<file path="src/rtl/chess_board_mem.sv">
// Board-state store: 8x8 piece codes, registered view read port, move executor with valid/ready handshake.
// Optional BOARD_PROMOTION_EN: pawns reaching the far rank are stored as a queen of the same colour.
//
// state       | meaning
// S_INIT      | writing the starting position, one square per cycle
// S_IDLE      | ready for a move or a new-game request
// S_READ_SRC  | latch source/destination pieces, classify the move
// S_WRITE_DST | write moving piece to destination
// S_CLEAR_SRC | empty the source square
// S_DONE      | pulse move_done or move_err, then back to idle
module chess_board_mem #(
    parameter int INIT_CYCLES = 64
) (
    input  logic       clk,
    input  logic       resetn,
    input  logic [2:0] view_x,
    input  logic [2:0] view_y,
    output logic [3:0] piece_out,
    input  logic       new_game,
    input  logic       move_valid,
    output logic       move_ready,
    input  logic [2:0] from_x,
    input  logic [2:0] from_y,
    input  logic [2:0] to_x,
    input  logic [2:0] to_y,
    output logic       move_done,
    output logic       move_err,
    output logic [3:0] captured,
    output logic       init_busy,
    output logic       board_changed
);

    typedef enum logic [2:0] {
        S_INIT,
        S_IDLE,
        S_READ_SRC,
        S_WRITE_DST,
        S_CLEAR_SRC,
        S_DONE
    } state_t;

    state_t     state_q;
    logic [5:0] init_cnt_q;
    logic [5:0] src_idx_q;
    logic [5:0] dst_idx_q;
    logic [3:0] src_piece_q;
    logic [3:0] dst_piece_q;
    logic [3:0] piece_out_q;
    logic [3:0] captured_q;
    logic       move_ready_q;
    logic       move_done_q;
    logic       move_err_q;
    logic       init_busy_q;
    logic       board_changed_q;
    logic [3:0] board_q [64];
    logic [3:0] wr_piece;

    // Index is {y, x}; y=0/1 are black, y=6/7 are white.
    function automatic logic [3:0] start_piece(input logic [5:0] idx);
        logic [2:0] back;
        logic [3:0] code;
        case (idx[2:0])
            3'd0, 3'd7: back = 3'd4;
            3'd1, 3'd6: back = 3'd2;
            3'd2, 3'd5: back = 3'd3;
            3'd3:       back = 3'd5;
            default:    back = 3'd6;
        endcase
        case (idx[5:3])
            3'd0:    code = {1'b1, back};
            3'd1:    code = 4'h9;
            3'd6:    code = 4'h1;
            3'd7:    code = {1'b0, back};
            default: code = 4'h0;
        endcase
        return code;
    endfunction

`ifdef BOARD_PROMOTION_EN
    logic promote;
    assign promote  = (src_piece_q[2:0] == 3'd1) &&
                      ((!src_piece_q[3] && (dst_idx_q[5:3] == 3'd0)) ||
                       ( src_piece_q[3] && (dst_idx_q[5:3] == 3'd7)));
    assign wr_piece = promote ? {src_piece_q[3], 3'd5} : src_piece_q;
`else
    assign wr_piece = src_piece_q;
`endif

    always_ff @(posedge clk) begin
        if (!resetn) begin
            state_q         <= S_INIT;
            init_cnt_q      <= 6'd0;
            src_idx_q       <= 6'd0;
            dst_idx_q       <= 6'd0;
            src_piece_q     <= 4'h0;
            dst_piece_q     <= 4'h0;
            piece_out_q     <= 4'h0;
            captured_q      <= 4'h0;
            move_ready_q    <= 1'b0;
            move_done_q     <= 1'b0;
            move_err_q      <= 1'b0;
            init_busy_q     <= 1'b1;
            board_changed_q <= 1'b0;
        end else begin
            piece_out_q     <= init_busy_q ? 4'h0 : board_q[{view_y, view_x}];
            move_done_q     <= 1'b0;
            move_err_q      <= 1'b0;
            board_changed_q <= 1'b0;
            case (state_q)
                S_INIT: begin
                    board_q[init_cnt_q] <= start_piece(init_cnt_q);
                    init_cnt_q          <= init_cnt_q + 6'd1;
                    if (init_cnt_q == 6'(INIT_CYCLES - 1)) begin
                        state_q         <= S_IDLE;
                        init_busy_q     <= 1'b0;
                        move_ready_q    <= 1'b1;
                        board_changed_q <= 1'b1;
                    end
                end
                S_IDLE: begin
                    if (new_game) begin
                        state_q      <= S_INIT;
                        init_cnt_q   <= 6'd0;
                        init_busy_q  <= 1'b1;
                        move_ready_q <= 1'b0;
                    end else if (move_valid && move_ready_q) begin
                        src_idx_q    <= {from_y, from_x};
                        dst_idx_q    <= {to_y, to_x};
                        move_ready_q <= 1'b0;
                        state_q      <= S_READ_SRC;
                    end
                end
                S_READ_SRC: begin
                    src_piece_q <= board_q[src_idx_q];
                    dst_piece_q <= board_q[dst_idx_q];
                    if (board_q[src_idx_q] == 4'h0) begin
                        move_err_q <= 1'b1;
                        captured_q <= 4'h0;
                        state_q    <= S_DONE;
                    end else if (src_idx_q == dst_idx_q) begin
                        move_done_q <= 1'b1;
                        captured_q  <= 4'h0;
                        state_q     <= S_DONE;
                    end else begin
                        state_q <= S_WRITE_DST;
                    end
                end
                S_WRITE_DST: begin
                    board_q[dst_idx_q] <= wr_piece;
                    state_q            <= S_CLEAR_SRC;
                end
                S_CLEAR_SRC: begin
                    // Completion flags are raised here so they are visible during DONE.
                    board_q[src_idx_q] <= 4'h0;
                    move_done_q        <= 1'b1;
                    board_changed_q    <= 1'b1;
                    captured_q         <= dst_piece_q;
                    state_q            <= S_DONE;
                end
                S_DONE: begin
                    move_ready_q <= 1'b1;
                    state_q      <= S_IDLE;
                end
                default: begin
                    state_q      <= S_INIT;
                    init_cnt_q   <= 6'd0;
                    init_busy_q  <= 1'b1;
                    move_ready_q <= 1'b0;
                end
            endcase
        end
    end

    assign piece_out     = piece_out_q;
    assign move_ready    = move_ready_q;
    assign move_done     = move_done_q;
    assign move_err      = move_err_q;
    assign captured      = captured_q;
    assign init_busy     = init_busy_q;
    assign board_changed = board_changed_q;

endmodule

</file>
<file path="config.mk">
export PLATFORM = sky130hd
export DESIGN_NAME = chess_board_mem
export DESIGN_NICKNAME = d
export VERILOG_FILES = /design/src/rtl/chess_board_mem.sv
export SDC_FILE = /design/constraint.sdc
export NUM_CORES = 1
export LEC_CHECK = 0
export CORE_ASPECT_RATIO = 1.1
export CORE_MARGIN = 1
export CORE_UTILIZATION = 38
export DETAILED_ROUTE_END_ITERATION = 10
export SYNTH_ARGS = -nofsm -noshare
export SYNTH_HDL_FRONTEND = slang
export SYNTH_SLANG_ARGS = --single-unit
</file>
<file path="constraint.sdc">
create_clock -name clk -period 5.8 [get_ports clk]
set_clock_uncertainty 0.1 [all_clocks]
set_input_delay 0.58 -clock clk [delete_from_list [all_inputs] [get_ports clk]]
set_output_delay 0.58 -clock clk [all_outputs]
set_load 0.005 [all_outputs]
</file>
==> flow_summary.ini, run 1 <==
[sta]
fin_crit_ns = 3.83
drv_slew = 0
setup_viol_count_final = 0
rsz0062_at_grt = false
timing.final.crit_share_pct = 66.0
finalSetupTns_ns = 0
hold_viol = 0
setup_ws_ns = 1.97
fmax_mhz = 261
maxSlewHeadroom_pct = 25.8
worst_slew_pin_slew_ns = 1.11

[drt]
drt-pass1-iter-count = 5
drtIter0Drc = 1180
ant_nets = 0
drc = 0
routed_wl_um = 50700
wl_per_cell_um = 31.5
wl_met2_um = 25100
dr_total_vias = 10400
top_layer_used = met4
wl_met3_um = 4080
wl_met1_um = 19500
vias_per_cell = 6.46

[logic_synthesis]
syn_avg_cell_area_um2 = 16.3
synth_cell_types = 57
synth_edf_count = 256
ys.warnings.count = 0
ys_seq_area_share_pct = 52.6
syn-num-nets = 1033
ys_async_sr_fraction_pct = 0
ys.flop_type = edfxtp_1
synth_area_um2 = 16400
yosys_register_bits = 304
syn_inst = 1006

[clock_tree]
ctsLongestPathBuffers = 3
ctsRootBufferMaster = clkbuf_16
cts-resized-gates = 0
postCtsSetupRepairBufs = 0
cts_tree = yes
clk_pin_slew_ns = 0.07
htree_num_levels = 1
cts_made_buffers = 31
worstSkewPairLatency_ns = 0.60
cts.sinks = 304
postCtsHoldBufs = 0

[setup_path]
cp_data_arrival_time_ns = 4.21
cp.required_ns = 6.19
cp-start-kind = flip-flop
worstPathMaxFanout = 19
worstSetupPathType = reg2reg
critPathCaptureType = flip-flop

[outcome]
status = completed

[cells_and_area]
drive_gt1_share_pct = 31.8
final_area_um2 = 18500
n_antenna_cell = 0
area_delta_synth_final_pct = 12.2
final_nets = 1045
fin_cells = 1607
fillers = 3710

[floorplanning]
ioPinCount = 35
fp.coreArea_um2 = 42500
start_util_pct = 38.7
dieWidth_um = 200
die-height_um = 220
dieArea_um2 = 44100
num_rows = 79

[grt]
grt.total_usage_pct = 23.3
grt_antenna_before_repair = 0
grt_max_degree = 65
gr-total-overflow = 0
grt_first_pass_wirelength_um = 74600
first_global_vias = 10200

[placement]
dp_hpwl_um = 34700
placed_area_um2 = 17400
gp_congestion = 0.938
dp.cells = 1552
place_ws_ns = 1.52
port_buffers = 34

[pwr]
p_total_uw = 4840
max-vdd-ir-drop_v = 0.000244
power_density_nw_per_um2 = 262
leakage_uw = 0.00561

[flow_run]
drv_cap = 0

[hold_path]
hold_class = reg2reg
kinds of logic (layout without fill, tap and decap cells):
family | after synthesis | count (layout) | synth area share [%]
AO/OA/AOI/OAI | 89 | 89 | 3.76
buffers and inverters | 89 | 123 | 2.31
XOR/XNOR | 9 | 9 | 0.479
multiplexers | 268 | 268 | 33.8
AND/OR/NAND/NOR | 242 | 242 | 6.73
flip-flops | 304 | 304 | 52.6
adder cells (fa/ha/maj) | 5 | 5 | 0.380
metrics by stage:
| stage | utilization [%] | hold slack [ns] |
|---|---|---|
| after global routing | 43.4 | 0.400 |
| after floorplan | - | 0.336 |
| after CTS | 43.4 | 0.375 |
| after detailed placement | 41.0 | 0.358 |
| after global placement | 41.0 | 0.352 |
| final | 43.4 | 0.366 |
sequential cells by signal, summed over array words and instances (netlist names), named ones only:
signal and cells:
captured 4, src_piece_q 4, init_cnt_q 6, board_changed 1
dst_idx_q 6, board_q 256, init_busy 1, state_q 3
move_done 1, src_idx_q 6, dst_piece_q 4, move_err 1
move_ready 1, piece_out 4
Yosys cell counts, types with 4 or more instances:
cell type | instances | share of area, %
mux4_2 | 228 | 31
ha_1 | 5 | 0.38
xor2_1 | 5 | 0.27
nand2b_1 | 6 | 0.23
nor2_1 | 97 | 2.2
clkbuf_1 | 39 | 0.89
o21ai_1 | 4 | 0.12
xnor2_1 | 4 | 0.21
nor3_1 | 4 | 0.12
a21boi_1 | 4 | 0.18
a211oi_1 | 6 | 0.27
mux2i_1 | 27 | 1.6
nor2b_1 | 28 | 1.1
inv_1 | 10 | 0.23
buf_1 | 8 | 0.18
buf_2 | 31 | 0.94
mux2_2 | 13 | 0.89
dfxtp_1 | 48 | 5.8
o21ai_0 | 17 | 0.52
a21oi_1 | 16 | 0.49
nand4_1 | 6 | 0.23
a32oi_1 | 6 | 0.32
edfxtp_1 | 256 | 47
nand2_1 | 61 | 1.4
nand3_1 | 20 | 0.61
final cells by class:
cell class | count | area (um2) | area share, %
Sequential cell | 304 | 8660 | 47.0
Clock buffer | 34 | 787 | 4.26
Tap cell | 567 | 709 | 3.84
Multi-Input combinational cell | 613 | 7480 | 40.5
Clock inverter | 21 | 254 | 1.38
Timing Repair Buffer | 58 | 526 | 2.85
Inverter | 10 | 37.5 | 0.203
worst max-delay path: stages (launching register included):
cell	delay [ns]
dfxtp_1	1.06
inv_1	0.68
mux2i_1	0.26
o2111ai_1	0.37
o21ai_0	0.25
nor3_1	0.60
nor3_1	0.13
o31ai_1	0.28
worst paths after layout:
check,start,to,slack (ns),depth (start not counted)
setup / recovery,flip-flop,move_done$_SDFF_PN0_,1.97,7
hold / removal,dst_piece_q[0]$_SDFFE_PN0P_,captured[0]$_SDFFE_PN0P_,0.37,2
setup reg to reg,flip-flop,move_done$_SDFF_PN0_,1.97,7
hold reg to reg,dst_piece_q[0]$_SDFFE_PN0P_,captured[0]$_SDFFE_PN0P_,0.37,2
cell usage in the layout (no fill, tap or decap), types with 4 or more instances in the layout:
cell type and n:
o21ai_0 17, dfxtp_4 4, clkinv_1 4, a21oi_1 14, buf_4 24, a211oi_1 5
nor2b_1 28, nand2b_1 6, nor2_1 96, mux4_2 228, clkdlybuf4s50_1 32, edfxtp_1 256
clkbuf_16 31, xor2_1 5, o21ai_1 4, nand2_1 61, nand3_1 20, mux2_2 13
nor3_1 4, dfxtp_1 43, nand4_1 6, inv_1 10, ha_1 5, a21boi_1 4
mux2i_1 27, a32oi_1 6, clkinvlp_4 4, xnor2_1 4, bufinv_16 5
layer usage:
layer	vias up	global-route usage, %
met5	-	0
met2	632	39.6
met3	113	2.81
met1	5444	30.9
li1	4191	-
met4	0	9.08
report_power, final:
group / switching (uW) / internal (uW) / total [uW]
sequential: 8.59 / 2420 / 2430
clock: 895 / 1200 / 2100
combinational: 205 / 109 / 315
Note: power is estimated with default switching activity, not from simulation.
==> run 2, diff against run 1 <==
- clock period: 5.8 -> 3.5 ns (I/O delays scaled with it)
==> flow_summary.ini, run 2 (synthesized netlist as in run 1, its figures left out) <==
[outcome]
status = completed

[cells_and_area]
fillers = 3674
final_common_cell = edfxtp_1
final_cell_mix = edfxtp_1 (256), mux4_2 (228), nor2_1 (96)
final_nets = 1085
drive_gt1_share_pct = 34.1
largest_register = board_q
area_delta_synth_final_pct = 14.6
fin_cells = 1648
largest_reg_flops = 256

[setup_path]
path_cells = buf_4 > mux4_2 > mux2_2 > o221a_2 > a32oi_1 > buf_4 > a21oi_2 > nor4_2 > o21ai_1
cp.required_ns = 3.84
worstSetupPathType = reg2reg
critPathCaptureType = flip-flop
cp_data_arrival_time_ns = 3.62
crit_path_frequent_cell = buf_4
crit_slowest_cell = dfxtp_4
cp-start-kind = flip-flop
critPathMaxStageDelay_ns = 0.60
worstPathMaxFanout = 22

[pwr]
cell_internal_pwr_uw = 6120
leakage_uw = 0.00583
power_density_nw_per_um2 = 418
p_clk_share_pct = 42.1
switchingPower_uw = 1770
p_seq_share_pct = 51.1
max-vdd-ir-drop_v = 0.000380
swShare_pct = 22.4
p_comb_share_pct = 6.8

[clock_tree]
ctsLongestPathBuffers = 3
cts.sinks = 304
ctsRootBufferMaster = clkbuf_16
worstSkewPairLatency_ns = 0.58
postCtsHoldBufs = 0
cts_made_buffers = 30
clk_pin_slew_ns = 0.07
cts_tree = yes
htree_num_levels = 1

[placement]
gp_congestion = 0.893
dp.cells = 1592
place_ws_ns = 0.158
dp_hpwl_um = 36000
port_buffers = 34

[hold_path]
hold_class = in2reg

[floorplanning]
dieWidth_um = 200
ioPinCount = 35
die-height_um = 220
start_util_pct = 38.7
fp.coreArea_um2 = 42500
num_rows = 79
dieArea_um2 = 44100

[sta]
maxSlewHeadroom_pct = 40.0
worst_slew_pin_slew_ns = 0.899
fmax_mhz = 305
finalSetupTns_ns = 0
setup_viol_count_final = 0
setup_ws_ns = 0.222
drv_slew = 0
timing.final.crit_share_pct = 93.7
rsz0062_at_grt = false
fin_crit_ns = 3.28
hold_viol = 0

[drt]
vias_per_cell = 6.34
drc = 0
drtIter0Drc = 1110
drt-pass1-iter-count = 5
ant_nets = 0
wl_per_cell_um = 30.7
routed_wl_um = 50700
dr_total_vias = 10500

[flow_run]
drv_cap = 0

[grt]
gr-total-overflow = 0
grt_first_pass_wirelength_um = 74800
grt_antenna_before_repair = 0
first_global_vias = 10500
grt_max_degree = 68
grt.total_usage_pct = 23.3
[run 2: worst paths after layout]
path	start	slack [ns]	to	cells after the start
hold / removal	to_y[2]	0.30	dst_idx_q[5]$_SDFFE_PN0P_	3
setup / recovery	flip-flop	0.22	captured[2]$_SDFFE_PN0P_	9
setup reg to reg	flip-flop	0.22	captured[2]$_SDFFE_PN0P_	9
hold reg to reg	dst_piece_q[2]$_SDFFE_PN0P_	0.37	captured[2]$_SDFFE_PN0P_	2
[run 2: final cells by class]
| type | count | area, um2 | share of cell area [%] |
|---|---|---|---|
| repair buffers | 99 | 971 | 5.15 |
| well taps | 567 | 709 | 3.76 |
| inverters | 10 | 37.5 | 0.199 |
| flip-flops and latches | 304 | 8660 | 46.0 |
| diodes | 1 | 2.50 | 0.0133 |
| clock inverters | 18 | 200 | 1.06 |
| clock buffers | 36 | 795 | 4.21 |
| multi-input cells | 613 | 7480 | 39.6 |
[run 2: timing repair]
action | 4_1_cts | 5_1_grt
buffers inserted | 0 | 1
setup endpoints to repair | 0 | 3
resized for setup | 0 | 1
endpoints found under the hold margin | 0 | 0
[run 2: power by group through the flow]
| stage | Combinational [uW] | Clock, uW | Sequential [uW] |
|---|---|---|---|
| 2_1_floorplan | 289 | 0 | 4110 |
| 3_3_place_gp | 540 | 0 | 4110 |
| 3_5_place_dp | 546 | 0 | 4110 |
| 4_1_cts | 543 | 3350 | 4030 |
| 5_1_grt | 565 | 3480 | 4030 |
| 6_report | 537 | 3320 | 4030 |
[run 2: metal layers]
| metal | GRT usage [%] | wire, um |
|---|---|---|
| met1 | 30.2 | 19300 |
| met2 | 39.1 | 24900 |
| met3 | 3.53 | 4170 |
| met4 | 10.3 | 2240 |
| met5 | 0 | 0 |
[run 2: worst max-delay path: cells and delay by family (launching register included)]
| family | cells | cell delay [ns] |
|---|---|---|
| AO/OA/AOI/OAI | 4 | 0.68 |
| multiplexers | 2 | 0.69 |
| flip-flops | 1 | 0.60 |
| buffers and inverters | 2 | 0.55 |
| AND/OR/NAND/NOR | 1 | 0.51 |
[run 2: per-stage QoR]
| stage | hold slack (ns) | util [%] | area, um2 | power [uW] |
|---|---|---|---|---|
| floorplan | 0.336 | - | 16500 | 4400 |
| global placement | 0.352 | 42.0 | 17800 | 4650 |
| CTS | 0.285 | 44.3 | 18800 | 7930 |
| global route | 0.318 | 44.4 | 18900 | 8070 |
| finish | 0.299 | 44.4 | 18900 | 7890 |
| detailed placement | 0.355 | 42.0 | 17800 | 4650 |
